$ cat src/rtl/lsu_pkg.sv
// lsu_pkg -- shared types and helpers for the load/store stage.
//   state_t  : stage FSM states (IDLE, WAIT, RESP)
//   size_t   : access size encoding (BYTE, HALF, WORD)
//   DEFAULT_TIMEOUT_CYC : default WAIT cycle budget before a bus-error abort
//   lane_replicate / lane_strobe : store lane formatting helpers
package lsu_pkg;

   typedef enum logic [1:0] {
      ST_IDLE = 2'd0,
      ST_WAIT = 2'd1,
      ST_RESP = 2'd2
   } state_t;

   typedef enum logic [1:0] {
      SZ_BYTE = 2'd0,
      SZ_HALF = 2'd1,
      SZ_WORD = 2'd2
   } size_t;

   localparam int unsigned DEFAULT_TIMEOUT_CYC = 32'd255;

   // Copy the store operand into every lane it could target, so the
   // strobe alone decides which bytes the memory actually writes.
   function automatic logic [31:0] lane_replicate(input size_t sz, input logic [31:0] d);
      logic [31:0] r;
      case (sz)
         SZ_BYTE: r = {4{d[7:0]}};
         SZ_HALF: r = {2{d[15:0]}};
         SZ_WORD: r = d;
         default: r = d;
      endcase
      return r;
   endfunction

   function automatic logic [3:0] lane_strobe(input size_t sz, input logic [1:0] off);
      logic [3:0] r;
      case (sz)
         SZ_BYTE: r = 4'b0001 << off;
         SZ_HALF: r = 4'b0011 << off;
         SZ_WORD: r = 4'b1111;
         default: r = 4'b0000;
      endcase
      return r;
   endfunction

endpackage

$ cat src/rtl/load_align.sv
// load_align -- combinational load data formatter.
//   rdata    : raw 32-bit word from memory
//   off      : byte offset of the access within the word
//   size     : access size (BYTE/HALF/WORD)
//   sign_ext : 1 = sign-extend (lb/lh), 0 = zero-extend (lbu/lhu)
//   data     : right-justified, extended load result
module load_align
   import lsu_pkg::*;
(
   input  logic [31:0] rdata,
   input  logic [1:0]  off,
   input  size_t       size,
   input  logic        sign_ext,
   output logic [31:0] data
);

   logic [7:0]  byte_s;
   logic [15:0] half_s;

   // Lane select: the addressed byte and the addressed halfword.
   always_comb begin
      case (off)
         2'd0:    byte_s = rdata[7:0];
         2'd1:    byte_s = rdata[15:8];
         2'd2:    byte_s = rdata[23:16];
         2'd3:    byte_s = rdata[31:24];
         default: byte_s = rdata[7:0];
      endcase
      if (off[1]) begin
         half_s = rdata[31:16];
      end else begin
         half_s = rdata[15:0];
      end
   end

   // Extension to 32 bits according to size and signedness.
   always_comb begin
      case (size)
         SZ_BYTE: data = {{24{sign_ext & byte_s[7]}}, byte_s};
         SZ_HALF: data = {{16{sign_ext & half_s[15]}}, half_s};
         SZ_WORD: data = rdata;
         default: data = rdata;
      endcase
   end

endmodule

$ cat src/rtl/lsu_stage.sv
// lsu_stage -- single-outstanding load/store unit pipeline stage.
//   clk, rst_n        : clock, async active-low reset
//   addr_in           : effective address
//   store_data        : store operand
//   lb_en..sw_en      : one-hot access request
//   rd_in             : load destination register
//   mem_req/mem_we    : memory request / write qualifier
//   mem_addr          : word-aligned address; mem_wdata/mem_wstrb: store lanes
//   mem_rdata/mem_ready : read data / access complete
//   stall             : freeze upstream (combinational)
//   wb_valid/wb_rd/wb_data : load writeback (one-cycle)
//   misalign_err/bus_err   : one-cycle exception pulses
module lsu_stage
   import lsu_pkg::*;
#(
   parameter int unsigned TIMEOUT_CYC = DEFAULT_TIMEOUT_CYC
)(
   input  logic        clk,
   input  logic        rst_n,
   input  logic [31:0] addr_in,
   input  logic [31:0] store_data,
   input  logic        lb_en,
   input  logic        lh_en,
   input  logic        lw_en,
   input  logic        lbu_en,
   input  logic        lhu_en,
   input  logic        sb_en,
   input  logic        sh_en,
   input  logic        sw_en,
   input  logic [4:0]  rd_in,
   output logic        mem_req,
   output logic        mem_we,
   output logic [31:0] mem_addr,
   output logic [31:0] mem_wdata,
   output logic [3:0]  mem_wstrb,
   input  logic [31:0] mem_rdata,
   input  logic        mem_ready,
   output logic        stall,
   output logic        wb_valid,
   output logic [4:0]  wb_rd,
   output logic [31:0] wb_data,
   output logic        misalign_err,
   output logic        bus_err
);

   localparam int unsigned CW = $clog2(TIMEOUT_CYC + 32'd1);
   localparam logic [CW-1:0] CNT_LAST = CW'(TIMEOUT_CYC - 32'd1);

   state_t        state_r, state_d;
   logic [CW-1:0] cnt_r;
   logic [1:0]    off_r;
   size_t         size_r;
   logic          signed_r;
   logic          store_r;
   logic [4:0]    rd_r;

   logic [7:0]    en_vec_s;
   size_t         req_size_s;
   logic          req_signed_s;
   logic          req_store_s;
   logic          aligned_s;
   logic          legal_s;
   logic          illegal_s;
   logic          accept_s;
   logic          reject_s;
   logic          done_load_s;
   logic          done_store_s;
   logic          timeout_s;
   logic [31:0]   align_data_s;

   // Request decode: size, signedness, direction and legality of this cycle's enables.
   always_comb begin
      en_vec_s     = {lb_en, lh_en, lw_en, lbu_en, lhu_en, sb_en, sh_en, sw_en};
      req_signed_s = lb_en | lh_en;
      req_store_s  = sb_en | sh_en | sw_en;
      if (lh_en | lhu_en | sh_en) begin
         req_size_s = SZ_HALF;
      end else if (lw_en | sw_en) begin
         req_size_s = SZ_WORD;
      end else begin
         req_size_s = SZ_BYTE;
      end
      case (req_size_s)
         SZ_BYTE: aligned_s = 1'b1;
         SZ_HALF: aligned_s = ~addr_in[0];
         SZ_WORD: aligned_s = (addr_in[1:0] == 2'b00);
         default: aligned_s = 1'b0;
      endcase
      legal_s   = $onehot(en_vec_s) && aligned_s;
      illegal_s = (|en_vec_s) && !legal_s;
   end

   // Next-state logic and per-cycle event strobes.
   always_comb begin
      state_d      = state_r;
      accept_s     = 1'b0;
      reject_s     = 1'b0;
      done_load_s  = 1'b0;
      done_store_s = 1'b0;
      timeout_s    = 1'b0;
      case (state_r)
         ST_IDLE: begin
            if (legal_s) begin
               accept_s = 1'b1;
               state_d  = ST_WAIT;
            end else if (illegal_s) begin
               reject_s = 1'b1;
            end else begin
               state_d = ST_IDLE;
            end
         end
         ST_WAIT: begin
            // A ready on the last budgeted cycle still completes normally.
            if (mem_ready) begin
               if (store_r) begin
                  done_store_s = 1'b1;
                  state_d      = ST_IDLE;
               end else begin
                  done_load_s = 1'b1;
                  state_d     = ST_RESP;
               end
            end else if (cnt_r == CNT_LAST) begin
               timeout_s = 1'b1;
               state_d   = ST_IDLE;
            end else begin
               state_d = ST_WAIT;
            end
         end
         ST_RESP: state_d = ST_IDLE;
         default: state_d = ST_IDLE;
      endcase
   end

   assign stall = (state_r != ST_IDLE) || legal_s;

   load_align u_align (
      .rdata    (mem_rdata),
      .off      (off_r),
      .size     (size_r),
      .sign_ext (signed_r),
      .data     (align_data_s)
   );

   // State, latched request and all registered outputs.
   always_ff @(posedge clk or negedge rst_n) begin
      if (!rst_n) begin
         state_r      <= ST_IDLE;
         cnt_r        <= '0;
         off_r        <= 2'b00;
         size_r       <= SZ_BYTE;
         signed_r     <= 1'b0;
         store_r      <= 1'b0;
         rd_r         <= 5'd0;
         mem_req      <= 1'b0;
         mem_we       <= 1'b0;
         mem_addr     <= 32'h0000_0000;
         mem_wdata    <= 32'h0000_0000;
         mem_wstrb    <= 4'b0000;
         wb_valid     <= 1'b0;
         wb_rd        <= 5'd0;
         wb_data      <= 32'h0000_0000;
         misalign_err <= 1'b0;
         bus_err      <= 1'b0;
      end else begin
         state_r      <= state_d;
         misalign_err <= reject_s;
         bus_err      <= timeout_s;
         wb_valid     <= done_load_s;
         if (accept_s) begin
            cnt_r     <= '0;
            off_r     <= addr_in[1:0];
            size_r    <= req_size_s;
            signed_r  <= req_signed_s;
            store_r   <= req_store_s;
            rd_r      <= rd_in;
            mem_req   <= 1'b1;
            mem_we    <= req_store_s;
            mem_addr  <= {addr_in[31:2], 2'b00};
            mem_wdata <= req_store_s ? lane_replicate(req_size_s, store_data) : 32'h0000_0000;
            mem_wstrb <= req_store_s ? lane_strobe(req_size_s, addr_in[1:0]) : 4'b0000;
         end else if (done_load_s || done_store_s || timeout_s) begin
            mem_req   <= 1'b0;
            mem_we    <= 1'b0;
            mem_wstrb <= 4'b0000;
         end else if (state_r == ST_WAIT) begin
            cnt_r <= cnt_r + CW'(1'b1);
         end
         if (done_load_s) begin
            wb_data <= align_data_s;
            wb_rd   <= rd_r;
         end
      end
   end

endmodule

$ cat config.mk
export PLATFORM = sky130hd
export DESIGN_NAME = lsu_stage
export DESIGN_NICKNAME = d
export VERILOG_FILES = /design/src/rtl/lsu_pkg.sv /design/src/rtl/load_align.sv /design/src/rtl/lsu_stage.sv
export SDC_FILE = /design/constraint.sdc
export NUM_CORES = 1
export LEC_CHECK = 0
export CORE_MARGIN = 3
export CORE_UTILIZATION = 46
export DETAILED_ROUTE_END_ITERATION = 10
export PLACE_DENSITY = 0.82
export SKIP_CTS_REPAIR_TIMING = 1
export SYNTH_ARGS = -nofsm -noshare
export SYNTH_HDL_FRONTEND = slang
export SYNTH_SLANG_ARGS = --single-unit
$ cat constraint.sdc
create_clock -name clk -period 5.84 [get_ports clk]
set_input_delay 1.168 -clock clk [delete_from_list [all_inputs] [get_ports clk]]
set_output_delay 1.168 -clock clk [all_outputs]
set_load 0.005 [all_outputs]
# Word-level counts from Yosys, hierarchy flattened
# Index checks and enable logic that the tools add are counted.
[word_totals]
register_bits = 129
in_bits = 112
[classes]
addsub = 8
n_eq_ne = 11
shifts = 2
n_mux = 38
bitwise_logic = 9
reduce_logical = 16
[ops]
columns = ["cell", "n"]
rows = [
  ["$pmux 32 s2", 2],
  ["$mux 32", 1],
  ["$pmux 8 s4", 1],
  ["$mux 8", 3],
  ["$mux 1", 18],
  ["$mux 16", 1],
  ["$mux 2", 6],
  ["$mux 4", 3],
  ["$pmux 4 s3", 1],
  ["$logic_not 2->1", 5],
  ["$add 1x1->2", 4],
  ["$add 8x1->8 const B", 1],
  ["$eq 2x1->1 const B", 4],
  ["$eq 8x8->1 const B", 1],
  ["$reduce_or 8->1", 1],
  ["$add 2x2->3", 2],
  ["$eq 2x2->1 const B", 3],
  ["$or 1x1->1", 6],
  ["$reduce_bool 2->1", 3],
  ["$add 3x3->4", 1],
  ["$eq 4x1->1 const B", 1],
  ["$pmux 2 s2", 1],
  ["$shl 1x2->4 const A", 1],
  ["$shl 2x2->4 const A", 1],
  ["other kinds (9)", 13],
]

# Logic depth before layout (Yosys ltp)
# Gate-level depths: netlist of the first run.
[depth]
ltp_word = 11
depth_mapped = 14
depth_no_buf = 12

# Modules after synthesis
# Synthesis of the first run repeated with hierarchy kept, for this count alone.
[hier_totals]
hier_cells = 592
hier_area_um2 = 6884.1
[by_module_without_submodules]
columns = ["mod", "n_inst", "cells_each", "area_each_um2", "seq_area_each_um2"]
rows = [
  ["lsu_stage", 1, 459, 5860.6, 3228.1],
  ["load_align", 1, 133, 1023.5, 0.0],
]

# Least setup slack after synthesis of the first run
# OpenSTA, ideal clock, no wires.
[synth_path]
path_type = "in2out"
start = "in lb_en"
end = "out stall"
t_arrival_ns = 3.785
required_ns = 4.672
slack_ns = 0.887
stages = 11
n_path_buf = 0
cell_sequence = "inv_1 -> fa_1 -> fa_1 -> fa_1 -> inv_1 -> ha_1 -> inv_1 -> fa_1 -> nor2_1 -> a31oi_1 -> o31ai_1"
[synth_via]
elab_chain_len = 6
[synth_lines]
columns = ["item", "line_no", "source"]
rows = [
  ["from (decl)", "lsu_stage.sv:22", "input logic lb_en,"],
  ["$add 1x1->2 (not written as such)", "lsu_stage.sv:89", "legal_s = $onehot(en_vec_s) && aligned_s;"],
  ["$add 2x2->3 (not written as such)", "lsu_stage.sv:89", ""],
  ["$add 3x3->4 (not written as such)", "lsu_stage.sv:89", ""],
  ["$eq 4x1->1", "lsu_stage.sv:89", ""],
  ["$logic_and 1x1->1", "lsu_stage.sv:89", ""],
  ["$logic_or 1x1->1", "lsu_stage.sv:134", "assign stall = (state_r != ST_IDLE) || legal_s;"],
  ["to (decl)", "lsu_stage.sv:38", "output logic stall,"],
]
# No other way between the ends.

# Final worst setup path of the first run
# Ends and elaborated chain as after synthesis.

==> results of run 1 <==
## worst max-delay path: cells and delay by family
kind	cells	cell delay (ps)
adder cells (fa/ha/maj)	5	1950
AND/OR/NAND/NOR	1	140
AO/OA/AOI/OAI	2	430
buffers and inverters	5	860
## registers in the layout, indices dropped and copies added, names as in the netlist, 2 cells and up
| register | cells |
|---|---|
| mem_addr | 30 |
| wb_rd | 5 |
| size_r | 2 |
| state_r | 2 |
| mem_wdata | 32 |
| off_r | 2 |
| mem_wstrb | 4 |
| cnt_r | 8 |
| rd_r | 5 |
| wb_data | 32 |
## power breakdown
part / switching [W] / leakage, nW / internal, W
registers: 0.000284 / 1.59 / 0.00130
logic: 0.000643 / 2.12 / 0.00108
clock network: 0.000403 / 0.285 / 0.000682
## logic make-up after synthesis
family / share of synthesized area (%)
and+or+nand+nor: 13.8
DFF: 51.1
adders and majority gates: 2.46
other: 0.0594
buffers and inverters: 5.23
xor gates and xnor gates: 0.971
AOI/OAI and AO/OA: 10.8
muxes: 15.6
## final timing paths
| path | start | endpoint | slack (ps) | cells after the start |
|---|---|---|---|---|
| setup / recovery | lb_en | stall | 120 | 13 |
| hold / removal | rd_r[0]$_DFFE_PN0P_ | wb_rd[0]$_DFFE_PN0P_ | 460 | 2 |
| setup reg to reg | state_r[1]$_DFFE_PN0P_ | wb_data[20]$_DFFE_PN0P_ | 2990 | 6 |
| hold reg to reg | rd_r[0]$_DFFE_PN0P_ | wb_rd[0]$_DFFE_PN0P_ | 460 | 2 |
| max in group asynchronous | rst_n | size_r[1]$_DFFE_PN0P_ | 3700 | 2 |
| min in group asynchronous | rst_n | mem_wstrb[0]$_DFFE_PN0P_ | 980 | 1 |
## metal layers
metal,vias to the layer above,GRT usage (%)
met2,277,40.0
li1,2512,-
met3,49,7.73
met5,-,0
met1,2680,30.8
met4,0,10.2
## metrics by stage
stage	worst slack [ps]	util [%]	area [um2]	cells	hold WS [ps]
after floorplan	887	-	6320	593	435
after global placement	-209	64.6	8620	962	444
after CTS	-364	69.1	9220	994	465
after detailed placement	-335	64.6	8620	962	452
final	123	69.2	9240	994	460
after global routing	10.8	69.2	9240	994	486
## Yosys cell counts (3+ instances only)
| master | instances |
|---|---|
| fa_1 | 4 |
| a22oi_1 | 7 |
| nand2b_1 | 4 |
| o21ai_0 | 40 |
| buf_6 | 8 |
| mux2_2 | 61 |
| or3_1 | 9 |
| buf_2 | 3 |
| nand2_1 | 48 |
| a211oi_1 | 9 |
| inv_1 | 25 |
| o211ai_1 | 4 |
| clkbuf_1 | 25 |
| mux2_1 | 4 |
| nor2_1 | 34 |
| and3b_1 | 7 |
| ha_1 | 6 |
| and3_1 | 3 |
| a211o_1 | 7 |
| a21oi_1 | 35 |
| mux2i_1 | 25 |
| xor2_1 | 6 |
| nand3_1 | 52 |
| dfrtp_1 | 129 |
## final cells by class
cell class / instances / area, um2 / area share [%]
timing repair buffer: 232 / 2300 / 24.9
tap: 176 / 220 / 2.38
inverter: 27 / 101 / 1.10
clock buffer: 19 / 443 / 4.79
multi-input combinational: 398 / 2780 / 30.1
clock inverter: 13 / 161 / 1.75
sequential: 129 / 3230 / 34.9
==> impl_metrics.ini, run 1 <==
[flow_run]
maxCapViolations = 0

[run_status]
outcome = completed

[drt]
routed-wl-met2_mm = 8.96
drt_iter0_drc = 444
wl_mm = 18.2
wl_met3_mm = 1.67
ant_nets = 0
wl_per_cell_um = 18.3
vias_per_cell = 5.55
dr_total_vias = 5518
route.top_layer_used = met4
drc = 0
wl_met1_mm = 7.10
firstDrtPassIters = 5

[yosys]
netlist.area_leader.share_pct = 51.1
synth_cell_types = 52
synth_warnings = 0
syn_inst = 592
synth_top_cell_by_area = dfrtp_1
synth_area_leaders = dfrtp_1 51%, mux2_2 11%, nand3_1 4.1%
synthArstFlopShare_pct = 100
syn_area_um2 = 6310
synth_edf_count = 0
seq_area_frac_synth_pct = 51.1
ys.flop_type = dfrtp_1
ys_seq_elements = 129
avgSynthCellArea_um2 = 10.7

[timing]
worst_pin_slew_ps = 1160
final_max_slew_viol_count = 0
finClkSkew_ps = 10.1
rsz0062_at_grt = false
period_needed_ps = 5720
finalSetupViolCount = 0
setup_tns_ps = 0
fmax_ghz = 0.175
post-route-period-util_pct = 97.9
hold_viol = 0
max-slew-margin-rel_pct = 22.4

[cts]
insertion_delay_ps = 420
clk_path_buf_depth = 2
cts_htree_levels = 4
path_clk_slew_ps = 60
numCtsBuffers = 17
cts.sinks = 129
root_buffer = clkbuf_16
cts_tree = yes

[die]
coreArea_um2 = 13300
rows = 42
start_util_pct = 47.3
die-area_um2 = 15200
die_x_um = 123
die_h_um = 123
pin_count = 223

[global_routing]
grt_usage_pct = 24.7
grt_max_degree = 93
grt_pass1_wl_mm = 29.3
first_global_vias = 5638
antenna_found_initial = 0
gr-total-overflow = 0

[worst_setup_path]
startpoint_type = primary input
cp_max_fo = 2
critPathSlowestCell = fa_1
arrival_ps = 4550
cp-end-kind = output port
path_class = in -> out
slowest_delay_ps = 550
path_cells = clkdlybuf4s50_1 > inv_1 > fa_1 > fa_1 > fa_1 > inv_1 > ha_1 > inv_1 > fa_1 > nor2b_1 > a31oi_1 > o31ai_4 > dlymetal6s2s_1
cp_common_cell = fa_1
cp.required_ps = 4670

[cells_and_area]
final_layout_size_suffix_gt1_share_pct = 13.8
fillers = 991
area_delta_synth_final_pct = 46.4
nets = 927
diodes = 0
final_cell_mix = 218 x clkdlybuf4s50_1, 129 x dfrtp_1, 61 x mux2_2
layout_commonest_cell = clkdlybuf4s50_1

[min_path]
hold_path_class = reg -> reg

[pwr]
p_leak_nw = 4.00
p_per_area_nw_per_um2 = 475
peakVddDrop_mv = 0.266
total_power_w = 0.00439

[placement]
dp_hpwl_mm = 12.9
numPortBuffers = 220
place_congestion = 0.874
Note: power is estimated with default switching activity, not from simulation.
==> run 2, diff against run 1 <==
--- a/config.mk
+++ b/config.mk
@@ -8,6 +8,7 @@
 export CORE_MARGIN = 3
 export CORE_UTILIZATION = 46
 export DETAILED_ROUTE_END_ITERATION = 10
+export HOLD_SLACK_MARGIN = 0.1
 export PLACE_DENSITY = 0.82
 export SKIP_CTS_REPAIR_TIMING = 1
 export SYNTH_ARGS = -nofsm -noshare
==> results of run 2 <==
Final layout, timing and power as in run 1 (identical DEF).
==> run 3, diff against run 2 <==
--- a/config.mk
+++ b/config.mk
@@ -5,9 +5,11 @@
 export SDC_FILE = /design/constraint.sdc
 export NUM_CORES = 1
 export LEC_CHECK = 0
+export CAP_MARGIN = 10
 export CORE_MARGIN = 3
 export CORE_UTILIZATION = 46
 export DETAILED_ROUTE_END_ITERATION = 10
+export GPL_TIMING_DRIVEN = 0
 export HOLD_SLACK_MARGIN = 0.1
 export PLACE_DENSITY = 0.82
 export SKIP_CTS_REPAIR_TIMING = 1
==> impl_metrics.ini, run 3 (synthesized netlist as in run 1, its figures left out) <==
[min_path]
hp-start = rd_r[1]$_DFFE_PN0P_
hold_path_end = wb_rd[1]$_DFFE_PN0P_
hold_path_class = reg -> reg
whs_path_depth = 2

[timing]
worst_pin_slew_ps = 878
max-slew-margin-rel_pct = 41.0
period_needed_ps = 5750
finalSetupViolCount = 0
post-route-period-util_pct = 98.5
finClkSkew_ps = 4.80
fmax_ghz = 0.174
holdWs_ps = 462
hold_viol = 0
final_max_slew_viol_count = 0

[pwr]
pwr-share-seq_pct = 33.5
peakVddDrop_mv = 0.297
swShare_pct = 29.3
power_frac_comb_pct = 39.2
p_per_area_nw_per_um2 = 485
power_frac_clock_pct = 27.3
p_sw_w = 0.00135
p_leak_nw = 4.12
internal-power_w = 0.00326

[worst_setup_path]
cp_top_family = adder cells
path_class = in -> out
cp_max_fo = 2
arrival_ps = 4580
startpoint_type = primary input
cp.required_ps = 4670
rrSetupSlack_ps = 3620
cp-end-kind = output port
ff2ff_path_depth = 7
slowest_delay_ps = 560
r2r-end = wb_data[28]$_DFFE_PN0P_
critPathSlowestCell = fa_1
path_cells = clkdlybuf4s50_1 > inv_1 > fa_1 > fa_1 > fa_1 > inv_1 > ha_2 > inv_1 > fa_2 > nand3_4 > o31ai_4 > buf_2
crit_buf_inv = 5
r2r-start = state_r[1]$_DFFE_PN0P_

[die]
die-area_um2 = 15200
rows = 42
die_x_um = 123
pin_count = 223
start_util_pct = 47.3
coreArea_um2 = 13300
die_h_um = 123

[drt]
drt_iter0_drc = 443
wl_per_cell_um = 18.6
drc = 0
dr_total_vias = 5693
firstDrtPassIters = 6
ant_nets = 0
wl_mm = 19.0
vias_per_cell = 5.57

[cells_and_area]
top_regs = mem_wdata (32), wb_data (32), mem_addr (30)
layout_commonest_cell = clkdlybuf4s50_1
nets = 956
area_delta_synth_final_pct = 50.7
multiInputGateArea_um2 = 2800
final_cells = 1022
diodes = 0
seqCellArea_um2 = 3230
final_cell_mix = 216 x clkdlybuf4s50_1, 129 x dfrtp_1, 61 x mux2_2
final_layout_size_suffix_gt1_share_pct = 14.4
fillers = 944

[global_routing]
grt_pass1_wl_mm = 29.5
grt_max_degree = 73
first_global_vias = 5834
antenna_found_initial = 0
grt_usage_pct = 25.1
gr-total-overflow = 0

[cts]
clk_path_buf_depth = 2
path_clk_slew_ps = 60
insertion_delay_ps = 420
cts_htree_levels = 4
root_buffer = clkbuf_16
cts_tree = yes
numCtsBuffers = 17
cts.sinks = 129

[run_status]
outcome = completed

[placement]
numPortBuffers = 220
place_inst = 990
place_congestion = 0.897
dp_hpwl_mm = 14.0

[flow_run]
maxCapViolations = 0
run 3: cell types whose count changed in the layout (fill, tap and decap cells not counted), sizes merged:
cell	delta
buf	+5
bufinv	+4
clkbuf	+24
clkdlybuf4s50	-2
clkinv	-2
clkinvlp	-2
dlymetal6s2s	+1
run 3: cell type report:
cell class	instances	share of cell area, %
inverter	27	1.07
multi-input combinational	398	29.4
clock buffer	18	4.62
clock inverter	13	2.70
tap	176	2.32
timing repair buffer	222	23.5
sequential	129	33.9
buffer	39	2.41
run 3: routing by layer:
layer | routed length (um) | part of all wire [%] | global-route usage [%]
met2 | 9420 | 50 | 41.4
met1 | 7430 | 39 | 30.6
met4 | 442 | 2.3 | 8.44
met5 | 0 | 0 | 0
met3 | 1740 | 9.1 | 9.29
run 3: worst max path at each step:
stage / start / end / slack (ps) / cells after the start
finish: lbu_en / stall / 90 / 12
global route: lbu_en / stall / -40 / 12
CTS: lh_en / stall / -480 / 13
detailed placement: lh_en / stall / -450 / 13
global placement: rst_n / mem_addr[10]$_DFFE_PN0P_ / -1130 / 1
floorplan: lb_en / stall / 890 / 11
run 3: worst min-delay path, delay by kind of cell (launching register included):
kind | cells | cell delay, ps
flip-flops | 1 | 340
AND/OR/NAND/NOR | 2 | 100
run 3: power groups by stage:
stage               sequential [W]  combinational [W]  clock, W
finish                     0.00155            0.00181   0.00126
detailed placement         0.00156            0.00178         0
floorplan                  0.00155           0.000716         0
global placement           0.00154            0.00173         0
global route               0.00160            0.00197   0.00131
CTS                        0.00155            0.00180   0.00127
run 3: through the flow:
stage	instance area, um2	setup slack [ps]	total power [W]	utilization, %	TNS [ps]
detailed placement	8770	-455	0.00334	65.7	-455
floorplan	6320	887	0.00226	-	0
CTS	9460	-480	0.00462	70.9	-480
global route	9510	-44.4	0.00488	71.3	-44.4
global placement	8740	-1130	0.00327	65.5	-144580
finish	9510	89.5	0.00461	71.3	0
